File: src/rtl/bcd_to_bin_pkg.sv
// rtl/bcd_to_bin_pkg.sv - shared state encoding and width helper for the BCD/binary converters
package bcd_to_bin_pkg;

    typedef enum logic {
        ST_IDLE = 1'b0,
        ST_CONV = 1'b1
    } state_t;

    localparam int BCD_MAX_DIGIT = 9;

    // Smallest binary width able to hold 10^digits - 1.
    function automatic int min_bin_w(input int digits);
        longint unsigned max_val;
        int w;
        max_val = 64'd1;
        for (int i = 0; i < digits; i++) begin
            max_val = max_val * 64'd10;
        end
        max_val = max_val - 64'd1;
        w = 0;
        for (int b = 0; b < 64; b++) begin
            if (max_val != 64'd0) begin
                w++;
                max_val = max_val >> 1;
            end
        end
        return w;
    endfunction

endpackage

File: src/rtl/bcd_mac10.sv
// rtl/bcd_mac10.sv - combinational acc*10 + digit step with digit legality flag
module bcd_mac10
    import bcd_to_bin_pkg::*;
#(
    parameter int BIN_W = 14
) (
    input  logic [BIN_W-1:0] acc,
    input  logic [3:0]       digit,
    output logic [BIN_W-1:0] acc_next,
    output logic             digit_ok
);

    // Shift/add form keeps the step multiplier-free.
    assign acc_next = (acc << 3) + (acc << 1) + BIN_W'(digit);
    assign digit_ok = (digit <= 4'(BCD_MAX_DIGIT));

endmodule

File: src/rtl/bcd_to_bin.sv
// rtl/bcd_to_bin.sv - sequential BCD to binary converter, one digit per clock, MSD first
module bcd_to_bin
    import bcd_to_bin_pkg::*;
#(
    parameter int DIGITS = 4,
    parameter int BIN_W  = 14
) (
    input  logic                  clk,
    input  logic                  rst_n,
    input  logic                  start,
    input  logic [4*DIGITS-1:0]   bcd_in,
    output logic                  busy,
    output logic                  done,
    output logic [BIN_W-1:0]      result,
    output logic                  err
);

    localparam int IDX_W = (DIGITS > 1) ? $clog2(DIGITS) : 1;

    generate
        if (DIGITS < 1 || DIGITS > 8) begin : g_digits_check
            $error("bcd_to_bin: DIGITS must be within 1..8");
        end
        if (BIN_W < min_bin_w(DIGITS)) begin : g_bin_w_check
            $error("bcd_to_bin: BIN_W too small to hold 10^DIGITS-1");
        end
    endgenerate

    state_t               state;
    logic [4*DIGITS-1:0]  shadow;
    logic [BIN_W-1:0]     acc;
    logic [IDX_W-1:0]     idx;
    logic                 bad;
    logic [3:0]           cur_digit;
    logic [BIN_W-1:0]     acc_next;
    logic                 digit_ok;

    always_comb begin
        cur_digit = 4'd0;
        for (int i = 0; i < DIGITS; i++) begin
            if (idx == IDX_W'(i)) begin
                cur_digit = shadow[4*i +: 4];
            end
        end
    end

    bcd_mac10 #(
        .BIN_W (BIN_W)
    ) u_mac10 (
        .acc      (acc),
        .digit    (cur_digit),
        .acc_next (acc_next),
        .digit_ok (digit_ok)
    );

    always_ff @(posedge clk or negedge rst_n) begin
        if (!rst_n) begin
            state  <= ST_IDLE;
            shadow <= '0;
            acc    <= '0;
            idx    <= '0;
            bad    <= 1'b0;
            busy   <= 1'b0;
            done   <= 1'b0;
            result <= '0;
            err    <= 1'b0;
        end else begin
            case (state)
                ST_IDLE: begin
                    done <= 1'b0;
                    if (start) begin
                        shadow <= bcd_in;
                        acc    <= '0;
                        idx    <= IDX_W'(DIGITS - 1);
                        bad    <= 1'b0;
                        busy   <= 1'b1;
                        state  <= ST_CONV;
                    end
                end
                ST_CONV: begin
                    if (idx == '0) begin
                        // Any illegal digit zeroes the result but keeps the full conversion length.
                        result <= (bad || !digit_ok) ? '0 : acc_next;
                        err    <= bad || !digit_ok;
                        done   <= 1'b1;
                        busy   <= 1'b0;
                        state  <= ST_IDLE;
                    end else begin
                        acc <= acc_next;
                        bad <= bad || !digit_ok;
                        idx <= idx - 1'b1;
                    end
                end
                default: state <= ST_IDLE;
            endcase
        end
    end

endmodule

File: config.mk
export PLATFORM = sky130hd
export DESIGN_NAME = bcd_to_bin
export DESIGN_NICKNAME = d
export VERILOG_FILES = /design/src/rtl/bcd_to_bin_pkg.sv /design/src/rtl/bcd_mac10.sv /design/src/rtl/bcd_to_bin.sv
export SDC_FILE = /design/constraint.sdc
export NUM_CORES = 1
export LEC_CHECK = 0
export BUFFER_PORTS_ARGS = -buffer_cell sky130_fd_sc_hd__buf_2
export CAP_MARGIN = 40
export CORE_ASPECT_RATIO = 1.75
export CORE_MARGIN = 4
export CORE_UTILIZATION = 40
export DETAILED_ROUTE_END_ITERATION = 10
export HOLD_SLACK_MARGIN = 0.15
export MAX_ROUTING_LAYER = met4
export PLACE_DENSITY = 0.66
export SLEW_MARGIN = 5
export SYNTH_ARGS = -nofsm -noshare
export SYNTH_HDL_FRONTEND = slang
export SYNTH_SLANG_ARGS = --single-unit
export TNS_END_PERCENT = 1
File: constraint.sdc
create_clock -name clk -period 5.3 [get_ports clk]
set_input_delay 0.795 -clock clk [delete_from_list [all_inputs] [get_ports clk]]
set_output_delay 0.795 -clock clk [all_outputs]
set_load 0.1 [all_outputs]
==> qor.txt <==
Number of synthesized flops with an enable pin: 0
# DRC: 0
DR vias/cell: 5.56
Number of global-route vias before repair: 2253
Setup TNS: 0 ns
Worst rel slew slack: 52.5%
Initial core utilization: 41.8%
Clk sink count: 50
Post-synthesis cell count: 246
Largest net degree at the start of global routing: 51
Post-layout nets: 333
Register area: 0.00125 mm²
Crit Path Class: register to register
Dominant cells by area after synthesis: dfrtp_1 (45%), ha_1 (12%), mux2_2 (6.1%)
Yosys cell types: 51
Die width: 70.9 µm
Worst Path Arrival: 3.68 ns
Area leader, netlist: dfrtp_1
Wirelength per Cell: 16.6 µm
Inserted Diodes: 0
Area of the core: 0.00664 mm²
Compound-Gate Fraction of Synth Area: 18.3%
Most frequent cells after synthesis: dfrtp_1 (50), ha_1 (26), a22o_1 (17), nand2_1 (17), mux2_2 (15)
CP endpoint kind: register
Min Tclk post-route: 3.52 ns
Cell mode on critical path: ha_1
# Post-CTS Setup Buffers: 0
Total wire length: 6.12 mm
CTS tree: done
Slew @ Worst Pin: 0.711 ns
Area grow syn2layout: 15.3%
Post-synthesis simple-gate area fraction: 9.98%
Fmax achieved: 0.284 GHz
Share of flip-flops with an asynchronous set or reset: 100%
Avg Synthesized Cell Area: 11.3 µm²
Status: complete, no violations
Slowest stage cell, crit path: dfrtp_1
Detail Placement HPWL: 4.82 mm
Fraction of layout cells with a size suffix above 1: 25.4%
Post-Synth Adder-Cell Area: 13.2%
Period utilization: 66.4%
Clock buffer depth: 2
Gr usage total: 16.4%
CTS Root Cell: clkbuf_16
Syn. warnings: 0
Max-Cap Viols: 0
Gp weighted congestion: 0.837
Mux cell area share after synthesis: 7.54%
Worst-path clk slew: 0.07 ns
Initial DRC count: 82
Post-Syn Nets: 293
Grt total ovfl: 0
Worst hold path class: register to register
Antenna violations before repair: 0
DR pass1 iterations: 4
Die Height: 118 µm
Clock skew: 0.00447 ns
RSZ-0062 raised after global routing: no
Post-DP Area: 0.00305 mm²
# rows: 39
Startpoint Class: register
Critical path, cell by cell: inv_1, ha_1, or2b_1, mux2i_1, nor2_1, ha_1, ha_1, inv_1, fa_1, nor2b_1, o21ai_0, nand4b_1, nor3b_1, o21ai_0
Vias: 2050
Largest family of logic cells by synthesized area: compound AO/OA/AOI/OAI gates
Footprint of the multi-input gates: 0.00144 mm²
Worst-Skew Late Latency: 0.29 ns
Port Buf Inserts: 35
Ports: 36
Worst Path Required: 5.46 ns
Final Cell Area: 0.00319 mm²
Count leader, synth: dfrtp_1
First-pass GRT wire length: 10.6 mm
CTS Hold Bufs: 0
Yosys top cell area share: 45.1%
Synth Register Bits: 50
Pins over their slew limit: 0
Endpoints failing hold: 0
Post-Syn Area: 0.00277 mm²
Total CTS buffers: 5
Die area: 0.00838 mm²
Worst-path fanout max: 8
XOR/XNOR Fraction of Synth Area: 2.84%
Sequential fraction of the synthesis area: 45.1%
Max incr delay on CP: 0.42 ns
Number of routed nets with antenna violations: 0
Main synth FF type: dfrtp_1
Setup Viol. Count Final: 0
CTS HTree Levels: 2
Fillers: 662
# resized after CTS: 0
## logic make-up (layout without fill, tap and decap cells)
kind of cell | Yosys count | count (layout)
muxes | 19 | 19
adders and majority gates | 28 | 28
DFF | 50 | 50
and+or+nand+nor | 54 | 54
buffers and inverters | 20 | 61
AOI/OAI and AO/OA | 66 | 66
xor gates and xnor gates | 9 | 9
## flip-flops by register name (all words and copies together), names as in the netlist
| signal | count |
|---|---|
| acc | 13 |
| shadow | 16 |
| done | 1 |
| err | 1 |
| busy | 1 |
| result | 14 |
| state | 1 |
| bad | 1 |
| idx | 2 |
## per-layer routing
metal,vias up,global-route usage (%),wire (µm)
li1,976,-,-
met1,1006,16.2,2160
met2,49,30.0,3500
met3,19,2.48,184
met4,0,8.35,274
met5,-,-,0
## metrics by stage
stage          std cells  utilization [%]  setup slack, ns  hold slack (ns)
2_1_floorplan        246                -             2.08            0.453
3_3_place_gp         359             45.7             1.87            0.465
3_5_place_dp         361             45.9             1.78            0.466
4_1_cts              369             48.1             1.77            0.481
5_1_grt              369             48.1             1.40            0.508
6_report             369             48.1             1.78            0.473
## final timing paths
| kind | cells after the start | slack (ns) | end | start |
|---|---|---|---|---|
| max | 14 | 1.78 | acc[12] | idx[0] |
| min | 2 | 0.47 | result[3] | result[3] |
| max reg2reg | 14 | 1.78 | acc[12] | idx[0] |
| min reg2reg | 2 | 0.47 | result[3] | result[3] |
| max in group asynchronous | 2 | 4.28 | result[10] | rst_n |
| min in group asynchronous | 2 | 0.59 | result[8] | rst_n |
## final cells by class
cell class,count,area share (%)
clock buffer,5,3.92
clock inverter,3,0.666
inverter,14,1.65
multi-input combinational,176,45.0
sequential,50,39.2
tap,82,3.21
timing repair buffer,39,6.42
## critical path, delay by kind of cell, from the launching register on
kind            cells  cell delay, ns
simple gates        5            1.06
compound gates      2            0.34
buf+inv             2            0.16
flops               1            0.42
fa+ha+maj           4            1.18
mux                 1            0.22
## layout by cell type, fill, tap and decap left out, drive strengths merged, types with 2 or more instances in the layout
master and instances:
nand2 17, buf 39, nand3b 2, ha 26, o31ai 2, a31oi 2
a211o 3, clkbuf 5, o22ai 3, nor3 2, a22o 18, or2b 2
mux2 15, a21oi 11, o21a 3, xnor2 8, fa 2, inv 14
o21ai 12, nand3 5, mux2i 4, nor2b 7, a21o 2, dfrtp 50
clkinv 2, nor2 10, a221oi 3
Power is left out: the tool's default activity adds up to more than one toggle a clock period on the data nets, which glitch-free logic cannot reach.
